==> config.mk <==
export PLATFORM = sky130hd
export DESIGN_NAME = bambu_slave_port_initiator
export DESIGN_NICKNAME = d
export VERILOG_FILES = /design/src/rtl/bambu_slv_init_pkg.sv /design/src/rtl/bambu_slv_watchdog.sv /design/src/rtl/bambu_slave_port_initiator.sv
export SDC_FILE = /design/constraint.sdc
export NUM_CORES = 1
export LEC_CHECK = 0
export BUFFER_PORTS_ARGS = -buffer_cell sky130_fd_sc_hd__buf_4
export CORE_MARGIN = 4
export CORE_UTILIZATION = 42
export CTS_CLUSTER_DIAMETER = 100
export DETAILED_ROUTE_END_ITERATION = 7
export GPL_TIMING_DRIVEN = 1
export PLACE_DENSITY = 0.77
export SLEW_MARGIN = 0
export SYNTH_ARGS = -nofsm -noshare
export SYNTH_HDL_FRONTEND = slang
export SYNTH_HIERARCHICAL = 1
export SYNTH_SLANG_ARGS = --single-unit
==> constraint.sdc <==
create_clock -name clock -period 2.8 [get_ports clock]
set_input_delay 0.14 -clock clock [delete_from_list [all_inputs] [get_ports clock]]
set_output_delay 0.14 -clock clock [all_outputs]
set_load 0.1 [all_outputs]
==> src/rtl/bambu_slv_init_pkg.sv <==
// Shared types and helpers for the slave-port initiator: FSM state encoding,
// size field width and the size clamp/mask functions.
package bambu_slv_init_pkg;

    localparam int unsigned SIZE_W = 4;

    typedef enum logic [1:0] {
        StIdle = 2'd0,
        StReq  = 2'd1,
        StRsp  = 2'd2
    } state_e;

    // Sizes of 0 or wider than the data path mean "full width".
    function automatic logic [SIZE_W-1:0] clamp_size(input logic [SIZE_W-1:0] size,
                                                     input int unsigned       max_size);
        if (size == '0 || 32'(size) > max_size) begin
            return SIZE_W'(max_size);
        end
        return size;
    endfunction

    function automatic logic [31:0] size_mask(input logic [SIZE_W-1:0] size);
        return (32'd1 << size) - 32'd1;
    endfunction

endpackage

==> src/rtl/bambu_slv_watchdog.sv <==
// Cycle counter for the REQ phase: cleared by load_i, counts while en_i is high,
// and flags expiry on the cycle whose count equals TIMEOUT-1.
module bambu_slv_watchdog #(
    parameter int unsigned TIMEOUT = 64
) (
    input  logic clk_i,
    input  logic rst_ni,
    input  logic load_i,
    input  logic en_i,
    output logic expired_o
);

    localparam int unsigned CntW = (TIMEOUT > 1) ? $clog2(TIMEOUT) : 1;

    logic [CntW-1:0] cnt_q;

    always_ff @(posedge clk_i) begin
        if (!rst_ni) begin
            cnt_q <= '0;
        end else if (load_i) begin
            cnt_q <= '0;
        end else if (en_i) begin
            cnt_q <= cnt_q + 1'b1;
        end
    end

    assign expired_o = en_i && (cnt_q == CntW'(TIMEOUT - 1));

endmodule

==> src/rtl/bambu_slave_port_initiator.sv <==
// Host-side initiator: turns one valid/ready command into a single strobed transaction on
// slave-port channel 0 and returns a response. Optional REQ timeout: BAMBU_SLV_INIT_TIMEOUT_EN.
module bambu_slave_port_initiator
    import bambu_slv_init_pkg::*;
#(
    parameter int unsigned ADDR_W  = 10,
    parameter int unsigned DATA_W  = 8,
    parameter int unsigned N_CH    = 2,
    parameter int unsigned TIMEOUT = 64
) (
    input  logic                     clock,
    input  logic                     reset,
    input  logic                     cmd_valid,
    output logic                     cmd_ready,
    input  logic                     cmd_we,
    input  logic [ADDR_W-1:0]        cmd_addr,
    input  logic [DATA_W-1:0]        cmd_wdata,
    input  logic [3:0]               cmd_size,
    output logic                     rsp_valid,
    input  logic                     rsp_ready,
    output logic [DATA_W-1:0]        rsp_rdata,
    output logic                     rsp_err,
    output logic [N_CH-1:0]          S_oe_ram,
    output logic [N_CH-1:0]          S_we_ram,
    output logic [N_CH*ADDR_W-1:0]   S_addr_ram,
    output logic [N_CH*DATA_W-1:0]   S_Wdata_ram,
    output logic [N_CH*SIZE_W-1:0]   S_data_ram_size,
    input  logic [N_CH*DATA_W-1:0]   Sout_Rdata_ram,
    input  logic [N_CH-1:0]          Sout_DataRdy
);

    state_e              state_q;
    logic                cmd_ready_q;
    logic                oe_q;
    logic                we_q;
    logic [ADDR_W-1:0]   addr_q;
    logic [DATA_W-1:0]   wdata_q;
    logic [SIZE_W-1:0]   size_q;
    logic                rsp_valid_q;
    logic [DATA_W-1:0]   rsp_rdata_q;
    logic                rsp_err_q;

    logic                accept;
    logic                in_req;
    logic                timeout_hit;
    logic [SIZE_W-1:0]   size_clamped;
    logic [DATA_W-1:0]   rd_masked;
    logic                unused_inputs;

    assign accept       = cmd_valid && cmd_ready_q;
    assign in_req       = (state_q == StReq);
    assign size_clamped = clamp_size(cmd_size, DATA_W);
    assign rd_masked    = Sout_Rdata_ram[DATA_W-1:0] & DATA_W'(size_mask(size_q));

    // Only channel 0 is ever used; the remaining lanes are read for completeness.
    assign unused_inputs = ^{Sout_Rdata_ram, Sout_DataRdy};

`ifdef BAMBU_SLV_INIT_TIMEOUT_EN
    bambu_slv_watchdog #(
        .TIMEOUT (TIMEOUT)
    ) u_watchdog (
        .clk_i     (clock),
        .rst_ni    (reset),
        .load_i    (accept),
        .en_i      (in_req),
        .expired_o (timeout_hit)
    );
`else
    logic unused_timeout;
    assign unused_timeout = ^{TIMEOUT, in_req};
    assign timeout_hit    = 1'b0;
`endif

    always_ff @(posedge clock) begin
        if (!reset) begin
            state_q     <= StIdle;
            cmd_ready_q <= 1'b0;
            oe_q        <= 1'b0;
            we_q        <= 1'b0;
            addr_q      <= '0;
            wdata_q     <= '0;
            size_q      <= '0;
            rsp_valid_q <= 1'b0;
            rsp_rdata_q <= '0;
            rsp_err_q   <= 1'b0;
        end else begin
            unique case (state_q)
                StIdle: begin
                    cmd_ready_q <= 1'b1;
                    if (accept) begin
                        state_q     <= StReq;
                        cmd_ready_q <= 1'b0;
                        oe_q        <= !cmd_we;
                        we_q        <= cmd_we;
                        addr_q      <= cmd_addr;
                        wdata_q     <= cmd_wdata;
                        size_q      <= size_clamped;
                    end
                end
                StReq: begin
                    // Completion beats the timeout when both land on the same edge.
                    if (Sout_DataRdy[0] || timeout_hit) begin
                        state_q     <= StRsp;
                        oe_q        <= 1'b0;
                        we_q        <= 1'b0;
                        addr_q      <= '0;
                        wdata_q     <= '0;
                        size_q      <= '0;
                        rsp_valid_q <= 1'b1;
                        rsp_err_q   <= !Sout_DataRdy[0];
                        rsp_rdata_q <= (Sout_DataRdy[0] && oe_q) ? rd_masked : '0;
                    end
                end
                StRsp: begin
                    if (rsp_ready) begin
                        state_q     <= StIdle;
                        cmd_ready_q <= 1'b1;
                        rsp_valid_q <= 1'b0;
                        rsp_rdata_q <= '0;
                        rsp_err_q   <= 1'b0;
                    end
                end
                default: state_q <= StIdle;
            endcase
        end
    end

    assign cmd_ready       = cmd_ready_q;
    assign rsp_valid       = rsp_valid_q;
    assign rsp_rdata       = rsp_rdata_q;
    assign rsp_err         = rsp_err_q;
    assign S_oe_ram        = N_CH'(oe_q);
    assign S_we_ram        = N_CH'(we_q);
    assign S_addr_ram      = (N_CH*ADDR_W)'(addr_q);
    assign S_Wdata_ram     = (N_CH*DATA_W)'(wdata_q);
    assign S_data_ram_size = (N_CH*SIZE_W)'(size_q);

endmodule

==> results.py, run 1 <==
metrics = {
    "outcome": {
        "status": "complete, no violations",
    },
    "cts": {
        "clk_pin_slew_worst_paths_ps": 80,
        "cts_setup_buffers": 0,
        "clkLatencyLatePin_ps": 290,
        "holdBufCountCts": 0,
        "cts-buffers-inserted": 5,
        "cts_buffer_depth": 2,
        "cts_sinks": 37,
        "cts_resized": 0,
        "cts_tree": "yes",
        "htreeDepth": 2,
        "root_buffer": "clkbuf_8",
    },
    "die": {
        "io_pins": 104,
        "die_x_um": 71.7,
        "die-area_mm2": 0.00515,
        "initial_core_util_pct": 44.9,
        "fp.dieH_um": 71.7,
        "rows": 22,
        "coreArea_mm2": 0.00380,
    },
    "logic_synthesis": {
        "ys_warn_count": 6,
        "ys.flop_type": "dfxtp_1",
        "synth-async-reset-ratio_pct": 0,
        "synth_edf_count": 0,
        "synth_cell_types": 41,
        "seq_area_frac_synth_pct": 43.4,
        "ys_ff_latch": 37,
        "yosysMostFrequentCell": "dfxtp_1",
        "syn_area_mm2": 0.00171,
        "syn_area_per_cell_um2": 10.1,
        "synthTopCellsByArea": "dfxtp_1 (43%), a32o_1 (13%), buf_4 (11%)",
        "synth_commonest_cells": "dfxtp_1 (37), buf_4 (26), a32o_1 (23)",
        "synthCells": 169,
        "yosys.area.top_type_share_pct": 43.4,
        "yosys.area.top_type": "dfxtp_1",
    },
    "setup_path": {
        "crit_type": "reg -> reg",
        "cp_cell_sequence": "or4_1 > ha_1 > and3_1 > a211oi_1 > o22ai_1",
        "cpPeakStageDelay_ps": 560,
        "crit_slowest_cell": "or4_1",
        "start_kind": "flip-flop",
        "crit_required_ps": 2970,
        "cp.arrival_ps": 2090,
        "path_max_fanout": 10,
        "r2r_cells": 5,
        "cp_top_family": "simple AND/OR/NAND/NOR gates",
        "crit_buf_inv": 0,
        "cp_num_cells": 5,
        "end_kind": "flip-flop",
    },
    "sta": {
        "setup_viol": 0,
        "tns_ps": 0,
        "max_freq_mhz": 522,
        "hold_viol_final": 0,
        "layout_setup_ws_ps": 885,
        "hold-worst-slack_ps": 53.3,
        "rsz0062_at_grt": "no",
        "fin_crit_sh_pct": 68.4,
        "finClkSkew_ps": 6.14,
        "post-route-min-period_ps": 1910,
        "drv_slew": 0,
    },
    "routing": {
        "drt_iter0_markers": 73,
        "routed_wl_mm": 3.89,
        "wire_per_inst_um": 13.9,
        "num_vias": 1417,
        "firstDrtPassIters": 4,
        "antenna_left": 0,
        "vias_per_cell": 5.06,
        "drc_errors": 0,
    },
    "power_and_ir_drop": {
        "power_frac_clock_pct": 31.5,
        "p_per_area_mw_per_mm2": 658,
        "p_sw_mw": 0.558,
        "ir_worst_vdd_uv": 424,
        "comb_power_share_pct": 29.9,
        "pwr-share-seq_pct": 38.7,
        "p_leak_nw": 0.987,
        "cellInternalPower_mw": 0.905,
        "swShare_pct": 38.1,
    },
    "grt": {
        "antenna_found_initial": 0,
        "grt_max_degree": 41,
        "grt_pass1_wl_mm": 6.09,
        "overflow": 0,
        "grt_util_all_layers_pct": 14.9,
        "first_global_vias": 1331,
    },
    "finish": {
        "nets": 277,
        "num_antenna_cells": 0,
        "drive_gt1_share_pct": 36.2,
        "area_growth_pct": 30.3,
    },
    "placed_design": {
        "place.gp.congestion": 0.758,
        "post-place-ws_ps": 895,
        "place.port_buffers": 70,
        "hpwl_mm": 2.76,
    },
    "min_path": {
        "hold_depth": 2,
        "hp-class": "in -> reg",
    },
    "run": {
        "drv_cap": 0,
    },
}
worst paths after layout:
kind                          start                        end  slack [ps]
max          size_q[1]$_SDFFE_PN0P_  rsp_rdata[6]$_SDFFE_PN0P_         890
min                    cmd_wdata[0]    wdata_q[0]$_SDFFE_PN0P_          50
max reg2reg  size_q[1]$_SDFFE_PN0P_  rsp_rdata[6]$_SDFFE_PN0P_         890
min reg2reg    rsp_err$_SDFFE_PN0P_       rsp_err$_SDFFE_PN0P_         440
placed cells by master, fill, tap and decap left out, drive strengths merged, types with 2 or more instances in the layout:
cell type | Yosys | layout
o22ai | 2 | 2
nor3 | 3 | 3
inv | 2 | 2
a21oi | 2 | 2
nand3b | 4 | 4
nor2 | 3 | 3
a211oi | 2 | 2
a32o | 23 | 23
o21ai | 2 | 2
nand2 | 6 | 6
nor4b | 3 | 3
buf | 34 | 71
nand2b | 2 | 2
dfxtp | 37 | 37
clkbuf | 5 | 6
nand4 | 2 | 2
or2 | 2 | 2
nand3 | 10 | 10
a21boi | 8 | 8
nor2b | 2 | 2
conb | 1 | 24
power groups by stage:
| stage | Clock [mW] | Sequential (mW) | Combinational [mW] |
|---|---|---|---|
| final | 0.460 | 0.565 | 0.437 |
| after floorplan | 0 | 0.704 | 0.260 |
| after global placement | 0 | 0.577 | 0.435 |
| after CTS | 0.474 | 0.565 | 0.438 |
| after global routing | 0.497 | 0.569 | 0.454 |
| after detailed placement | 0 | 0.577 | 0.437 |
layer usage:
layer / GRT usage, % / routed length (um) / vias to the layer above
li1: - / - / 702
met1: 17.7 / 1680 / 650
met2: 22.9 / 1730 / 61
met3: 7.57 / 460 / 4
met4: 5.64 / 17 / 0
met5: 0 / 0 / -
flip-flops by register name (all words and copies together) (netlist names):
register   flops
addr_q        10
cmd_ready      1
oe_q           1
rsp_err        1
rsp_rdata      8
rsp_valid      1
size_q         4
state_q        2
wdata_q        8
we_q           1
through the flow:
| stage | util (%) | power (mW) | area, um2 | cells |
|---|---|---|---|---|
| floorplan | - | 0.963 | 1790 | 192 |
| global placement | 55.6 | 1.01 | 2110 | 272 |
| detailed placement | 55.6 | 1.01 | 2110 | 272 |
| CTS | 58.5 | 1.48 | 2220 | 280 |
| global route | 58.5 | 1.52 | 2220 | 280 |
| finish | 58.5 | 1.46 | 2220 | 280 |
logic make-up after synthesis:
| group | Yosys count | synth area share, % |
|---|---|---|
| other | 1 | 0.220 |
| DFF | 37 | 43.4 |
| buffers and inverters | 41 | 16.5 |
| xor gates and xnor gates | 1 | 0.513 |
| AOI/OAI and AO/OA | 45 | 23.2 |
| and+or+nand+nor | 43 | 15.4 |
| adders and majority gates | 1 | 0.733 |
worst register-to-register path: stages, from the launching register on:
cell      delay [ps]
dfxtp_1          390
or4_1            560
ha_1             290
and3_1           210
a211oi_1         240
o22ai_1          100
layout make-up:
class,count,area [um2]
Inverter,2,7.51
Sequential cell,37,741
Clock buffer,6,72.6
Fill cell,342,1580
Tap cell,48,60.1
Timing Repair Buffer,71,533
Multi-Input combinational cell,114,771
Clock inverter,2,38.8
No activity file was read; power rests on OpenSTA's default activity.
==> run 2, diff against run 1 <==
- CORE_UTILIZATION: 42 -> 38
- PLACE_DENSITY: 0.77 -> 0.74
- clock period: 2.8 -> 1.7 ns (I/O delays scaled with it)
==> results.py, run 2 (same netlist as run 1, synthesis figures left out) <==
metrics = {
    "setup_path": {
        "crit_buf_inv": 0,
        "crit_path_start": "size_q[1]$_SDFFE_PN0P_",
        "crit_type": "reg -> reg",
        "cp_cell_sequence": "or4_4 > ha_4 > and3_1 > a211oi_2 > o22ai_1",
        "timing.rr.start": "size_q[1]$_SDFFE_PN0P_",
        "crit_required_ps": 1870,
        "cpPeakStageDelay_ps": 550,
        "crit_slowest_cell": "or4_4",
        "end_kind": "flip-flop",
        "cp_top_family": "simple AND/OR/NAND/NOR gates",
        "cp.arrival_ps": 1830,
        "path_max_fanout": 7,
        "start_kind": "flip-flop",
    },
    "finish": {
        "final_common_cell": "buf_4",
        "n_fill_cell": 399,
        "area_growth_pct": 38.6,
        "post-route-util_pct": 54.3,
        "largest-register": "addr_q",
        "num_antenna_cells": 0,
        "nets": 286,
        "drive_gt1_share_pct": 41.9,
        "largest_reg_flops": 10,
        "final_cell_mix": "buf_4 (78), dfxtp_1 (32), conb_1 (24), a32o_1 (23), nand3_1 (10)",
    },
    "cts": {
        "cts_buffer_depth": 2,
        "cts_tree": "yes",
        "cts_sinks": 37,
        "clkLatencyLatePin_ps": 280,
        "htreeDepth": 2,
        "cts-buffers-inserted": 5,
        "clk_pin_slew_worst_paths_ps": 70,
        "root_buffer": "clkbuf_8",
    },
    "placed_design": {
        "place.port_buffers": 70,
        "place.gp.congestion": 0.815,
        "post-place-ws_ps": 29.3,
        "hpwl_mm": 2.95,
    },
    "die": {
        "initial_core_util_pct": 39.2,
        "io_pins": 104,
        "die-area_mm2": 0.00563,
        "fp.dieH_um": 75.0,
        "die_x_um": 75.0,
        "rows": 24,
        "coreArea_mm2": 0.00435,
    },
    "sta": {
        "drv_slew": 0,
        "setup_viol": 0,
        "rsz0062_at_grt": "no",
        "hold_viol_final": 0,
        "post-route-min-period_ps": 1660,
        "layout_setup_ws_ps": 42.3,
        "max_freq_mhz": 603,
        "finClkSkew_ps": 2.63,
        "fin_crit_sh_pct": 97.5,
    },
    "power_and_ir_drop": {
        "p_per_area_mw_per_mm2": 1090,
        "total_power_mw": 2.57,
        "comb_power_share_pct": 29.6,
        "ir_worst_vdd_uv": 641,
        "power_frac_clock_pct": 34.3,
        "p_sw_mw": 0.913,
        "swShare_pct": 35.5,
        "cellInternalPower_mw": 1.66,
        "p_leak_nw": 1.05,
        "pwr-share-seq_pct": 36.1,
    },
    "grt": {
        "antenna_found_initial": 0,
        "overflow": 0,
        "grt_util_all_layers_pct": 14.0,
        "grt_max_degree": 40,
        "grt_pass1_wl_mm": 6.14,
        "first_global_vias": 1407,
    },
    "routing": {
        "num_vias": 1501,
        "routed_wl_mm": 4.12,
        "firstDrtPassIters": 6,
        "vias_per_cell": 5.12,
        "drc_errors": 0,
        "antenna_left": 0,
        "drt_iter0_markers": 45,
        "wire_per_inst_um": 14.1,
    },
    "run": {
        "drv_cap": 0,
    },
    "min_path": {
        "hp-class": "in -> reg",
        "min_from": "cmd_addr[2]",
    },
    "outcome": {
        "status": "complete, no violations",
    },
}
==> run 2: power by group through the flow <==
stage / clock (mW) / sequential [mW] / combinational (mW)
floorplan: 0 / 1.16 / 0.440
global placement: 0 / 0.947 / 0.737
detailed placement: 0 / 0.949 / 0.739
CTS: 0.907 / 0.929 / 0.742
global route: 0.941 / 0.934 / 0.793
finish: 0.884 / 0.929 / 0.761
==> run 2: timing repair <==
item / CTS / global route
hold endpoints to repair: 1 / 1
setup endpoints to repair: 0 / 1
setup buffers: 0 / 3
gates resized for setup: 0 / 2
hold buffers: 1 / 1
==> run 2: per-stage QoR <==
| step | instances | area [um2] | setup TNS (ps) | hold slack, ps |
|---|---|---|---|---|
| 2_1_floorplan | 192 | 1840 | -322 | 210 |
| 3_3_place_gp | 280 | 2180 | 0 | 294 |
| 3_5_place_dp | 280 | 2180 | 0 | 301 |
| 4_1_cts | 289 | 2320 | 0 | 0.142 |
| 5_1_grt | 293 | 2360 | 0 | 0.710 |
| 6_report | 293 | 2360 | 0 | 12.0 |
==> run 2: worst reg2reg max path, cell delays in order (launching register included) <==
cell and delay, ps:
dfxtp_4 340, or4_4 550, ha_4 200, and3_1 200, a211oi_2 160, o22ai_1 90
==> run 2: area by class of cell <==
cell class              count  area [um2]  share of cell area, %
clock buffers               5        68.8                   2.91
flip-flops and latches     37         752                   31.8
inverters                   2        7.51                  0.317
clock inverters             3        65.1                   2.75
well taps                  52        65.1                   2.75
repair buffers             80         606                   25.6
multi-input cells         114         801                   33.9
==> run 2: worst paths after layout <==
check	end	slack (ps)	cells past startpoint
max	rsp_rdata[6]$_SDFFE_PN0P_	40	5
min	addr_q[2]$_SDFFE_PN0P_	10	2
min reg2reg	rsp_err$_SDFFE_PN0P_	430	2
max reg2reg	rsp_rdata[6]$_SDFFE_PN0P_	40	5
==> run 2: layer usage <==
layer	global-route usage, %	wire (um)	up-vias
met4	2.37	0	0
met1	15.1	1620	711
li1	-	-	723
met5	0	0	-
met3	7.88	502	0
met2	24.3	1990	67
